===== config.mk =====
export PLATFORM = sky130hd
export DESIGN_NAME = cpu_regfile_v2
export DESIGN_NICKNAME = d
export VERILOG_FILES = /design/src/rtl/cpu_regfile_v2.sv
export SDC_FILE = /design/constraint.sdc
export NUM_CORES = 1
export LEC_CHECK = 0
export CAP_MARGIN = 20
export CORE_ASPECT_RATIO = 0.5
export CORE_MARGIN = 1.5
export CORE_UTILIZATION = 49
export CTS_CLUSTER_DIAMETER = 120
export DETAILED_ROUTE_END_ITERATION = 16
export PLACE_DENSITY = 0.87
export RECOVER_POWER = 25
export SLEW_MARGIN = 20
export SYNTH_ARGS = -nofsm -noshare
export SYNTH_HDL_FRONTEND = slang
export SYNTH_SLANG_ARGS = --single-unit

===== constraint.sdc =====
create_clock -name clk -period 4.35 [get_ports clk]
set_input_delay 0.87 -clock clk [delete_from_list [all_inputs] [get_ports clk]]
set_output_delay 0.87 -clock clk [all_outputs]
set_load 0.01 [all_outputs]

===== src/rtl/cpu_regfile_v2.sv =====
// 6502 register file: A/X/Y/SP/PC/P with staged PC load, relative branch,
// stack address generation with sticky wrap flags, and P load/push images.
module cpu_regfile_v2 #(
    parameter int unsigned              DATA_W     = 8,
    parameter int unsigned              ADDR_W     = 16,
    parameter logic [ADDR_W-1:0]        RESET_PC   = 16'hFF00,
    parameter logic [DATA_W-1:0]        RESET_SP   = 8'hFF,
    parameter logic [ADDR_W-DATA_W-1:0] STACK_PAGE = 8'h01
) (
    input  logic              clk,
    input  logic              reset,
    input  logic              src_mem,
    input  logic [DATA_W-1:0] data_in,
    input  logic [DATA_W-1:0] alu_result,
    input  logic              load_A,
    input  logic              load_X,
    input  logic              load_Y,
    input  logic              load_SP,
    input  logic              load_PCL,
    input  logic              load_PCH,
    input  logic              inc_PC,
    input  logic              rel_en,
    input  logic              push,
    input  logic              pull,
    input  logic              set_NZ,
    input  logic              set_V,
    input  logic              set_C,
    input  logic              alu_V,
    input  logic              alu_C,
    input  logic [7:0]        flag_set,
    input  logic [7:0]        flag_clr,
    input  logic              load_P,
    input  logic              brk_push,
    output logic [DATA_W-1:0] A_out,
    output logic [DATA_W-1:0] X_out,
    output logic [DATA_W-1:0] Y_out,
    output logic [DATA_W-1:0] SP_out,
    output logic [ADDR_W-1:0] PC_out,
    output logic [7:0]        P_out,
    output logic [7:0]        p_push,
    output logic [ADDR_W-1:0] stack_addr,
    output logic              stk_overflow,
    output logic              stk_underflow
);

    localparam logic [DATA_W-1:0] ONE_D  = 1;
    localparam logic [ADDR_W-1:0] ONE_A  = 1;
    localparam logic [DATA_W-1:0] ZERO_D = '0;
    localparam logic [DATA_W-1:0] ONES_D = '1;
    localparam logic [7:0]        P_RST  = 8'h34;

    logic [DATA_W-1:0] a_q, a_d;
    logic [DATA_W-1:0] x_q, x_d;
    logic [DATA_W-1:0] y_q, y_d;
    logic [DATA_W-1:0] sp_q, sp_d;
    logic [DATA_W-1:0] pcl_q, pcl_d;
    logic [ADDR_W-1:0] pc_q, pc_d;
    logic [7:0]        p_q, p_d;
    logic              ovf_q, ovf_d;
    logic              udf_q, udf_d;

    logic [DATA_W-1:0] src;
    logic [DATA_W-1:0] sp_inc;
    logic [DATA_W-1:0] sp_dec;
    logic [ADDR_W-1:0] rel_ext;
    logic [7:0]        alu_mask;
    logic [7:0]        alu_val;
    logic [7:0]        p_ld;

    always_comb begin
        src     = src_mem ? data_in : alu_result;
        sp_inc  = sp_q + ONE_D;
        sp_dec  = sp_q - ONE_D;
        rel_ext = {{(ADDR_W-DATA_W){alu_result[DATA_W-1]}}, alu_result};
    end

    // General-purpose registers and PC low-byte staging latch
    always_comb begin
        a_d   = a_q;
        x_d   = x_q;
        y_d   = y_q;
        pcl_d = pcl_q;
        if (reset) begin
            a_d   = '0;
            x_d   = '0;
            y_d   = '0;
            pcl_d = '0;
        end else begin
            if (load_A)   a_d   = src;
            if (load_X)   x_d   = src;
            if (load_Y)   y_d   = src;
            if (load_PCL) pcl_d = src;
        end
    end

    // PCH always commits the previously staged low byte, even when PCL restages
    always_comb begin
        pc_d = pc_q;
        if (reset) begin
            pc_d = RESET_PC;
        end else if (load_PCH) begin
            pc_d = {src, pcl_q};
        end else if (rel_en) begin
            pc_d = pc_q + rel_ext;
        end else if (inc_PC) begin
            pc_d = pc_q + ONE_A;
        end
    end

    always_comb begin
        sp_d  = sp_q;
        ovf_d = ovf_q;
        udf_d = udf_q;
        if (reset) begin
            sp_d  = RESET_SP;
            ovf_d = 1'b0;
            udf_d = 1'b0;
        end else if (load_SP) begin
            sp_d = src;
        end else if (pull) begin
            sp_d = sp_inc;
            if (sp_q == ONES_D) udf_d = 1'b1;
        end else if (push) begin
            sp_d = sp_dec;
            if (sp_q == ZERO_D) ovf_d = 1'b1;
        end
    end

    // Per-bit priority: load_P > flag_clr > flag_set > ALU update; bit5 is hardwired
    always_comb begin
        alu_mask = {set_NZ, set_V, 4'b0000, set_NZ, set_C};
        alu_val  = {alu_result[DATA_W-1], alu_V, 4'b0000,
                    (alu_result == ZERO_D), alu_C};
        p_ld     = data_in[7:0] | 8'h30;
        if (reset) begin
            p_d = P_RST;
        end else if (load_P) begin
            p_d = p_ld;
        end else begin
            p_d = (((p_q & ~alu_mask) | (alu_val & alu_mask)) | flag_set) & ~flag_clr;
        end
        p_d[5] = 1'b1;
    end

    always_ff @(posedge clk) begin
        a_q   <= a_d;
        x_q   <= x_d;
        y_q   <= y_d;
        sp_q  <= sp_d;
        pcl_q <= pcl_d;
        pc_q  <= pc_d;
        p_q   <= p_d;
        ovf_q <= ovf_d;
        udf_q <= udf_d;
    end

    always_comb begin
        A_out         = a_q;
        X_out         = x_q;
        Y_out         = y_q;
        SP_out        = sp_q;
        PC_out        = pc_q;
        P_out         = p_q;
        stk_overflow  = ovf_q;
        stk_underflow = udf_q;
        p_push        = {p_q[7:6], 1'b1, brk_push, p_q[3:0]};
        stack_addr    = {STACK_PAGE, (pull ? sp_inc : sp_q)};
    end

endmodule


==> results.txt, run 1 <==
----------------------------------------------------
[Routing]
  DRC errors left ... 0
  DRT Pass-1 Iters ... 5
  Vias ... 3657
  DR iter-0 viols ... 259
  Antenna-violating nets left ... 0
  Routed WL per cell ... 16.0 microns
  Post-detailed-route via-to-cell ratio ... 5.68
  Total length of routed wires ... 10.3 mm

[Synthesis]
  Dominant cell by count in the synthesized netlist ... dfxtp_1
  Cell type with the highest aggregate area in the netlist ... dfxtp_1
  Top post-synthesis cells by count ... dfxtp_1 (65), nor2_1 (61), a211oi_1 (38)
  Main synth FF type ... dfxtp_1
  Share of Yosys cell area claimed by the top area cell type ... 35.5%
  Sequential element share of the synthesized area ... 35.5%
  Flip-flop and latch count after synthesis ... 65
  Most area-consuming cells after synthesis ... dfxtp_1 (36%), a211oi_1 (7.8%), nor2_1 (6.3%), nand2_1 (3.7%), buf_4 (3.5%)
  Post-Synthesis Cell Area ... 3660 sq um
  FFs w/ async S/R, synth ... 0%
  Post-synthesis average cell area ... 8.17 sq um
  Number of enable flip-flop cells after synthesis ... 0
  Cells after synthesis ... 448
  Distinct cell type count of the synthesized netlist ... 59
  Yosys Warn Count ... 0

[Clocking]
  Number of sinks on the clock net ... 65
  Clock latency on the worst-skew pair ... 0.33 ns
  Clock tree from TritonCTS ... yes
  H-tree lvl count ... 3
  Number of buffers on the longest clock path ... 2
  Post-cts repair resize count ... 0
  Clock buffers created by TritonCTS ... 9
  Number of buffers inserted by post-CTS setup repair ... 0
  Clock-pin slew on the worst setup and hold paths ... 0.06 ns
  CTS Hold Buffers Added ... 0
  Clock root cell ... clkbuf_16

[Min path]
  Number of cells traversed by the worst hold path ... 2
  Type of the worst min-delay path ... flop to flop

[Layout]
  Fillcell total ... 564
  Fraction of final layout cells with drive strength greater than 1 ... 5.11%
  Area Overhead vs Synth ... 38.5%
  Design Area, Final ... 5070 sq um
  Antenna diode instance count ... 0
  Total Nets Final ... 606
  Post-Layout Cell Count ... 644

[Floorplan]
  Area enclosed by the die boundary ... 8030 sq um
  I/O Pins ... 134
  Initial core utilization ... 50.2%
  Die height ... 64.1 microns
  Die extent in x ... 125 microns
  # rows ... 22
  Area inside the core boundary ... 7290 sq um

[Placed design]
  Count of input and output buffers ... 119
  Cell area reported after detailed placement ... 4790 sq um
  Cell count after placement ... 628
  Routability congestion estimate ... 0.856
  Detailed-placement wirelength estimate ... 7.22 mm

[Timing]
  Unrepaired setup endpoints after global routing ... false
  Peak clock frequency supported by timing ... 0.267 GHz
  Count of final hold-check violations ... 0
  Pin slew with the least headroom to its limit ... 0.797 ns
  Period utilisation layout ... 86.2%
  Total Negative Setup Slacks ... 0 ns
  Worst-case hold slack ... 0.473 ns
  Period minus WS final ... 3.75 ns
  Final setup fails ... 0
  Max Slew Vio Count ... 0
  Worst clock skew ... 0.00726 ns
  Headroom to the max-slew limit ... 45.3%

[Worst setup path]
  Data required time of the worst path ... 3.48 ns
  R2R depth ... 8
  Startpoint-to-endpoint class of the critical path ... input port to output port
  Critical path capture point type ... output port
  Endpoint arrival time on the critical path ... 2.88 ns
  Crit Path Max Fanout ... 6
  Worst setup SP type ... input port

[Outcome]
  Run status ... complete, no violations

[Pwr]
  Power density over the cells ... 355 nW/um^2
  Standby leakage power ... 2.05 nW
  Peak supply drop ... 0.000210 V

[Global route]
  Global router's overall resource usage ... 25.7%
  Number of antenna violations at the first check in global routing ... 0
  First-pass GRT wire length ... 16.4 mm
  Number of global-route vias before repair ... 3325
  Pin count of the biggest net entering global routing ... 62
  Congestion Overflow GR ... 0

[Flow run]
  Max Cap Violations ... 0

----------------------------------------------------
## routing by layer
layer  vias up  global-route usage (%)  part of all wire (%)
li1       1775                       -                     -
met1      1738                    33.9                    45
met2       125                    42.1                    47
met3        19                    5.70                   5.9
met4         0                    8.95                   1.3
met5         -                       0                     0
## metrics by stage
| stage | total power, mW | setup slack (ns) | util (%) |
|---|---|---|---|
| 2_1_floorplan | 0.922 | 1.34 | - |
| 3_3_place_gp | 1.10 | 0.688 | 65.6 |
| 3_5_place_dp | 1.11 | 0.604 | 65.6 |
| 4_1_cts | 1.81 | 0.690 | 69.6 |
| 5_1_grt | 1.87 | 0.464 | 69.5 |
| 6_report | 1.80 | 0.601 | 69.5 |
## final timing paths
path,end,slack (ns),from
setup / recovery,stack_addr[7],0.60,pull
hold / removal,stk_underflow$_SDFFE_PP0P_,0.47,stk_underflow$_SDFFE_PP0P_
setup reg to reg,PC_out[12]$_SDFFE_PP1P_,1.78,PC_out[0]$_SDFFE_PP0P_
hold reg to reg,stk_underflow$_SDFFE_PP0P_,0.47,stk_underflow$_SDFFE_PP0P_
## report_power, final
group	internal, mW	switching (mW)
clock network	0.433	0.264
logic	0.211	0.204
registers	0.642	0.0446
## critical path: stages
cell and delay [ns]:
dlygate4sd3_1 0.65, nand4_1 0.22, nor3_1 0.38, xor2_1 0.20
clkdlybuf4s50_1 0.56
## placed cells by master, fill, tap and decap left out, types with 3 or more instances in the layout
master,n
a211o_1,4
a211oi_1,38
a21oi_1,25
a221oi_1,6
and2_1,7
and3_1,5
buf_4,3
clkbuf_16,9
clkbuf_8,3
clkdlybuf4s50_1,93
conb_1,10
dfxtp_1,65
dlygate4sd3_1,24
ha_1,10
inv_1,13
mux2i_1,12
nand2_1,36
nand4_1,5
nor2_1,61
nor2b_1,5
nor3_1,11
nor3b_1,7
nor4_1,5
o211ai_1,7
o21a_1,3
o21ai_0,11
o21bai_1,3
o22ai_1,3
or3_1,3
xnor2_1,11
xor2_1,9
## final cells by class
cell class	count	area, sq um	share of cell area [%]
inverters	13	48.8	0.962
repair buffers	123	1210	23.8
clock inverters	3	23.8	0.469
clock buffers	13	270	5.33
well taps	96	120	2.37
multi-input cells	331	2100	41.4
flip-flops and latches	65	1300	25.7
## logic make-up after synthesis
| logic type | after synthesis | share of synthesized area (%) |
|---|---|---|
| fa+ha+maj | 11 | 3.96 |
| other cells | 2 | 0.205 |
| simple gates | 161 | 21.4 |
| buf+inv | 60 | 7.93 |
| mux | 13 | 3.69 |
| flops | 65 | 35.5 |
| compound gates | 116 | 22.5 |
| xor+xnor | 20 | 4.78 |
## registers in the layout, summed over array words and instances (netlist names)
register,cells
PC_out,16
A_out,8
Y_out,8
SP_out,8
X_out,8
stk_underflow,1
pcl_q,8
P_out,7
stk_overflow,1
Note: power is estimated with default switching activity, not from simulation.
==> run 2, diff against run 1 <==
--- a/config.mk
+++ b/config.mk
@@ -7,7 +7,6 @@
 export LEC_CHECK = 0
 export CAP_MARGIN = 20
 export CORE_ASPECT_RATIO = 0.5
-export CORE_MARGIN = 1.5
 export CORE_UTILIZATION = 49
 export CTS_CLUSTER_DIAMETER = 120
 export DETAILED_ROUTE_END_ITERATION = 16
==> constraint.sdc (replaced) <==
create_clock -name clk -period 4.35 [get_ports clk]
set_input_delay 1.0875 -clock clk [delete_from_list [all_inputs] [get_ports clk]]
set_output_delay 1.0875 -clock clk [all_outputs]
set_load 0.01 [all_outputs]
==> run 2 against run 1 <==
  * Final cell count shrank 0.62%
  * Routed wire length decreased by 0.49%
  * Clock power is essentially flat
  * Global-route usage up 0.61 points
  * Worst setup slack lost 0.32 ns
  * Core utilization is 3.5 points higher
  * Fmax decreased by 8.0%
  * First-iteration DRC count rose by 17%
  * Via count hardly changed
  * Highest routed layer unchanged
==> results.txt, run 2 (synthesis gave the netlist of run 1 again) <==
----------------------------------------------------
[Min path]
  Type of the worst min-delay path ... flop to flop
  Origin of the worst min-delay path ... pcl_q[7]$_SDFFE_PP0P_
  Number of cells traversed by the worst hold path ... 2 (unchanged)
  Worst Hold End ... PC_out[7]$_SDFFE_PP0P_

[Global route]
  Global router's overall resource usage ... 26.4% (+0.61 points)
  Pin count of the biggest net entering global routing ... 62 (unchanged)
  Congestion Overflow GR ... 0 (unchanged)
  Number of global-route vias before repair ... 3323 (-0.060%)
  First-pass GRT wire length ... 16.6 mm (+1.1%)
  Number of antenna violations at the first check in global routing ... 0 (unchanged)

[Placed design]
  Count of input and output buffers ... 119 (unchanged)
  Cell area reported after detailed placement ... 4780 sq um (-0.10%)
  Cell count after placement ... 624 (-0.64%)
  Detailed-placement wirelength estimate ... 7.31 mm (+1.2%)
  Setup slack at placement ... 0.256 ns (-0.348 ns)
  Routability congestion estimate ... 0.845 (-1.2%)

[Routing]
  Total length of routed wires ... 10.2 mm (-0.49%)
  Antenna-violating nets left ... 0 (unchanged)
  Vias ... 3655 (-0.055%)
  DRC errors left ... 0 (unchanged)
  DR iter-0 viols ... 302 (+17%)
  Routed length on met3 ... 709 microns (+17%)
  Highest metal layer used by the detailed router ... met4
  DRT Pass-1 Iters ... 6 (+1)
  Routed WL per cell ... 16.0 microns (+0.14%)
  Detailed-route wire length on metal 1 ... 4.71 mm (+0.77%)
  Length of routed met2 wiring ... 4.63 mm (-5.0%)
  Post-detailed-route via-to-cell ratio ... 5.71 (+0.57%)

[Clocking]
  Clock buffers created by TritonCTS ... 9 (unchanged)
  Clock-pin slew on the worst setup and hold paths ... 0.05 ns (about the same)
  Clock root cell ... clkbuf_16
  Clock latency on the worst-skew pair ... 0.33 ns (about the same)
  Clock tree from TritonCTS ... yes
  Number of buffers inserted by post-CTS setup repair ... 0 (unchanged)
  Number of buffers on the longest clock path ... 2 (unchanged)
  H-tree lvl count ... 3 (unchanged)
  CTS Hold Buffers Added ... 0 (unchanged)
  Number of sinks on the clock net ... 65 (unchanged)
  Post-cts repair resize count ... 0 (unchanged)

[Worst setup path]
  End of the worst register-to-register path ... PC_out[12]$_SDFFE_PP1P_
  Crit Path Max Fanout ... 5 (-1)
  Worst setup SP type ... input port
  R2R depth ... 8 (unchanged)
  Worst reg2reg startpoint ... PC_out[0]$_SDFFE_PP0P_
  Worst R2R Setup Slack ... 1.77 ns (about the same)
  Startpoint-to-endpoint class of the critical path ... input port to output port
  Data required time of the worst path ... 3.26 ns (-0.22 ns)
  CP startpoint ... pull
  Critical path capture point type ... output port
  Endpoint arrival time on the critical path ... 2.99 ns (+0.11 ns)

[Pwr]
  Switch share ... 28.0% (-0.52 points)
  Part of the power in the clock network ... 38.8% (about the same)
  Switching Power ... 0.503 mW (-1.8%)
  Power density over the cells ... 355 nW/um^2 (+0.15%)
  Logic pwr share ... 23.0% (about the same)
  Internal power component ... 1.30 mW (+0.78%)
  Peak supply drop ... 0.000290 V (+38%)
  Sequential power share ... 38.2% (about the same)
  Post-route total power ... 1.80 mW (about the same)
  Standby leakage power ... 2.06 nW (+0.12%)

[Timing]
  Count of final hold-check violations ... 0 (unchanged)
  Headroom to the max-slew limit ... 38.2% (-7.1 points)
  Max Slew Vio Count ... 0 (unchanged)
  Final setup fails ... 0 (unchanged)
  Worst clock skew ... 0.00444 ns (-0.00282 ns)
  Period minus WS final ... 4.07 ns (+0.325 ns)
  Unrepaired setup endpoints after global routing ... false
  Peak clock frequency supported by timing ... 0.246 GHz (-8.0%)
  Worst-case hold slack ... 0.477 ns (+0.00457 ns)
  Pin slew with the least headroom to its limit ... 0.924 ns (+0.127 ns)
  Total Negative Setup Slacks ... 0 ns (unchanged)
  Period utilisation layout ... 93.6% (+7.5 points)
  Setup slack of the critical path after layout ... 0.277 ns (-0.325 ns)

[Layout]
  Post-Layout Cell Count ... 640 (-0.62%)
  Max FFs per register ... 16 (unchanged)
  Total Nets Final ... 606 (unchanged)
  Area Overhead vs Synth ... 38.4% (about the same)
  Antenna diode instance count ... 0 (unchanged)
  Most common cell after layout, fill and taps aside ... clkdlybuf4s50_1
  Top library cells by usage in the layout, fill and taps aside ... clkdlybuf4s50_1 (94), dfxtp_1 (65), nor2_1 (61), a211oi_1 (38), nand2_1 (36)
  Fraction of final layout cells with drive strength greater than 1 ... 4.74% (-0.36 points)
  Fillcell total ... 517 (-8.3%)
  Final core utilization ... 73.0% (+3.5 points)
  Design Area, Final ... 5070 sq um (about the same)

[Floorplan]
  Area inside the core boundary ... 6940 sq um (-4.9%)
  I/O Pins ... 134 (unchanged)
  Area enclosed by the die boundary ... 7840 sq um (-2.3%)
  Die height ... 63.1 microns (-1.6%)
  Initial core utilization ... 52.8% (+2.6 points)
  Die extent in x ... 124 microns (-0.80%)
  # rows ... 21 (-4.5%)

[Flow run]
  Max Cap Violations ... 0 (unchanged)

[Outcome]
  Run status ... complete, no violations

----------------------------------------------------
run 2: cell count changes in the layout (fill, tap and decap cells not counted):
| cell | delta |
|---|---|
| buf_2 | -1 |
| bufinv_16 | +1 |
| clkbuf_1 | +1 |
| clkbuf_8 | -3 |
| clkdlybuf4s50_1 | +1 |
| clkinv_2 | +2 |
| clkinvlp_4 | -1 |
run 2: power groups by stage:
| stage | clock (mW) | combinational (mW) | sequential (mW) |
|---|---|---|---|
| 2_1_floorplan | 0 | 0.218 | 0.704 |
| 3_3_place_gp | 0 | 0.407 | 0.697 |
| 3_5_place_dp | 0 | 0.415 | 0.697 |
| 4_1_cts | 0.703 | 0.419 | 0.686 |
| 5_1_grt | 0.737 | 0.448 | 0.694 |
| 6_report | 0.698 | 0.414 | 0.687 |
run 2: worst max-delay path, stage by stage:
cell and delay, ns:
dlygate4sd3_1 0.62, nand4_1 0.20, nor3_1 0.34, xor2_1 0.18
clkdlybuf4s50_1 0.55
run 2: worst max-delay path by stage:
| stage | end | depth (start not counted) | slack (ns) |
|---|---|---|---|
| CTS | stack_addr[7] | 5 | 0.35 |
| detailed placement | PC_out[12]$_SDFFE_PP1P_ | 10 | 0.26 |
| global placement | PC_out[12]$_SDFFE_PP1P_ | 10 | 0.35 |
| finish | stack_addr[7] | 5 | 0.28 |
| floorplan | PC_out[12]$_SDFFE_PP1P_ | 10 | 1.13 |
| global route | stack_addr[7] | 5 | 0.14 |
run 2: layout make-up:
class | instances | area [sq um] | area share, %
Clock buffer | 11 | 233 | 4.59
Clock inverter | 5 | 56.3 | 1.11
Inverter | 13 | 48.8 | 0.963
Multi-Input combinational cell | 331 | 2100 | 41.4
Sequential cell | 65 | 1300 | 25.7
Tap cell | 92 | 115 | 2.27
Timing Repair Buffer | 123 | 1210 | 23.9
run 2: layer usage:
metal | vias up | GRT usage, %
li1 | 1777 | -
met1 | 1724 | 35.8
met2 | 135 | 41.0
met3 | 19 | 5.69
met4 | 0 | 9.94
met5 | - | 0
==> run 3, diff against run 2 <==
--- a/config.mk
+++ b/config.mk
@@ -7,6 +7,7 @@
 export LEC_CHECK = 0
 export CAP_MARGIN = 20
 export CORE_ASPECT_RATIO = 0.5
+export CORE_MARGIN = 2
 export CORE_UTILIZATION = 49
 export CTS_CLUSTER_DIAMETER = 120
 export DETAILED_ROUTE_END_ITERATION = 16
==> run 3 against run 2 <==
  * Core utilization is 3.0 points lower
  * Cell area is 0.89% higher
  * Routed wire length is 5.5% higher
  * Non-clock buffer count stayed put
  * Sequential power hardly changed
  * Sequential cell count stayed put
  * Global-route usage is 0.067 points lower
  * Register-to-register slack worse by 0.03 ns
  * Hold slack worse by 0.014 ns
  * Fmax is 1.3% lower
==> results.txt, run 3 (synthesis gave the netlist of run 1 again) <==
----------------------------------------------------
[Timing]
  Count of final hold-check violations ... 0 (unchanged)
  Max Slew Vio Count ... 0 (unchanged)
  Period utilisation layout ... 94.9% (+1.2 points)
  Period minus WS final ... 4.13 ns (+0.0538 ns)
  Peak clock frequency supported by timing ... 0.242 GHz (-1.3%)
  Total Negative Setup Slacks ... 0 ns (unchanged)
  Unrepaired setup endpoints after global routing ... false
  Worst clock skew ... 0.00924 ns (+0.00480 ns)
  Pin slew with the least headroom to its limit ... 0.793 ns (-0.132 ns)
  Headroom to the max-slew limit ... 45.6% (+7.4 points)
  Final setup fails ... 0 (unchanged)

[Layout]
  Top library cells by usage in the layout, fill and taps aside ... clkdlybuf4s50_1 (94), dfxtp_1 (65), nor2_1 (61), a211oi_1 (38), nand2_1 (36)
  Fraction of final layout cells with drive strength greater than 1 ... 5.11% (+0.36 points)
  Max FFs per register ... 16 (unchanged)
  Design Area, Final ... 5110 sq um (+0.89%)
  Antenna diode instance count ... 0 (unchanged)
  Final core utilization ... 70.1% (-3.0 points)
  Area Overhead vs Synth ... 39.6%
  Most common cell after layout, fill and taps aside ... clkdlybuf4s50_1
  Total Nets Final ... 606 (unchanged)

[Pwr]
  Standby leakage power ... 2.07 nW (+0.80%)
  Power density over the cells ... 372 nW/um^2 (+4.8%)
  Peak supply drop ... 0.000201 V (-31%)

[Routing]
  Total length of routed wires ... 10.8 mm (+5.5%)
  Antenna-violating nets left ... 0 (unchanged)
  DRC errors left ... 0 (unchanged)
  Post-detailed-route via-to-cell ratio ... 5.71 (about the same)
  Vias ... 3679 (+0.66%)
  DR iter-0 viols ... 374 (+24%)
  Routed WL per cell ... 16.8 microns (+4.8%)
  DRT Pass-1 Iters ... 5 (-1)

[Global route]
  Global router's overall resource usage ... 26.3% (-0.067 points)
  Number of antenna violations at the first check in global routing ... 0 (unchanged)
  Number of global-route vias before repair ... 3394 (+2.1%)
  Congestion Overflow GR ... 0 (unchanged)
  Pin count of the biggest net entering global routing ... 62 (unchanged)
  First-pass GRT wire length ... 17.0 mm (+2.7%)

[Clocking]
  Number of sinks on the clock net ... 65 (unchanged)
  Number of buffers on the longest clock path ... 2 (unchanged)
  Number of buffers inserted by post-CTS setup repair ... 0 (unchanged)
  Clock root cell ... clkbuf_16
  Clock buffers created by TritonCTS ... 9 (unchanged)
  Clock latency on the worst-skew pair ... 0.34 ns (about the same)
  Post-cts repair resize count ... 0 (unchanged)
  CTS Hold Buffers Added ... 0 (unchanged)
  Clock tree from TritonCTS ... yes
  H-tree lvl count ... 3 (unchanged)
  Clock-pin slew on the worst setup and hold paths ... 0.05 ns (about the same)

[Floorplan]
  Area enclosed by the die boundary ... 8220 sq um (+4.8%)
  Initial core utilization ... 50.2% (-2.6 points)
  I/O Pins ... 134 (unchanged)
  Area inside the core boundary ... 7290 sq um (+5.2%)
  # rows ... 22 (+4.8%)
  Die extent in x ... 126 microns (+1.6%)
  Die height ... 65.1 microns (+3.2%)

[Placed design]
  Count of input and output buffers ... 119 (unchanged)
  Routability congestion estimate ... 0.913 (+8.0%)
  Detailed-placement wirelength estimate ... 7.48 mm (+2.4%)
  Cell area reported after detailed placement ... 4790 sq um (+0.10%)

[Worst setup path]
  Crit Path Max Fanout ... 6 (+1)
  Endpoint arrival time on the critical path ... 3.04 ns (+0.05 ns)
  Worst setup SP type ... input port
  Critical path capture point type ... output port
  Data required time of the worst path ... 3.26 ns (about the same)
  Startpoint-to-endpoint class of the critical path ... input port to output port

[Outcome]
  Run status ... complete, no violations

[Flow run]
  Max Cap Violations ... 0 (unchanged)

[Min path]
  Type of the worst min-delay path ... flop to flop

----------------------------------------------------
## run 3: worst max-delay path, stage by stage
cell and delay [ns]:
dlygate4sd3_1 0.65, nand4_1 0.21, nor3_1 0.36, xor2_1 0.18
clkdlybuf4s50_1 0.55
## run 3: layer usage
metal | vias up | routed length [microns] | track usage [%] | share of wire [%]
met3 | 23 | 808 | 6.76 | 7.5
met5 | - | 0 | 0 | 0
li1 | 1771 | - | - | -
met1 | 1716 | 4620 | 34.6 | 43
met4 | 0 | 215 | 9.34 | 2.0
met2 | 169 | 5150 | 42.5 | 48
## run 3: where the power goes
group / internal [mW] / switching (mW)
clock network: 0.519 / 0.276
registers: 0.641 / 0.0453
logic: 0.211 / 0.208
total: 1.37 / 0.530
## run 3: final cells by class
cell class              instances  area [sq um]
inverters                      13          48.8
clock inverters                 6          90.1
repair buffers                123          1210
clock buffers                  10           239
flip-flops and latches         65          1300
well taps                      96           120
fillers                       554          2180
multi-input cells             331          2100
## run 3: final timing paths
| path | start | endpoint | slack, ns | cells after the start |
|---|---|---|---|---|
| setup reg to reg | PC_out[0]$_SDFFE_PP0P_ | PC_out[8]$_SDFFE_PP1P_ | 1.74 | 8 |
| hold / removal | stk_overflow$_SDFFE_PP0P_ | stk_overflow$_SDFFE_PP0P_ | 0.46 | 2 |
| setup / recovery | pull | stack_addr[7] | 0.22 | 5 |
| hold reg to reg | stk_overflow$_SDFFE_PP0P_ | stk_overflow$_SDFFE_PP0P_ | 0.46 | 2 |
## run 3: stage by stage
stage / hold WS, ns / setup WS [ns] / total power [mW] / cells
finish: 0.463 / 0.223 / 1.90 / 644
global route: 0.495 / 0.0934 / 1.97 / 644
CTS: 0.476 / 0.294 / 1.91 / 644
detailed placement: 0.461 / 0.310 / 1.11 / 628
global placement: 0.456 / 0.308 / 1.10 / 628
floorplan: 0.446 / 1.13 / 0.922 / 456
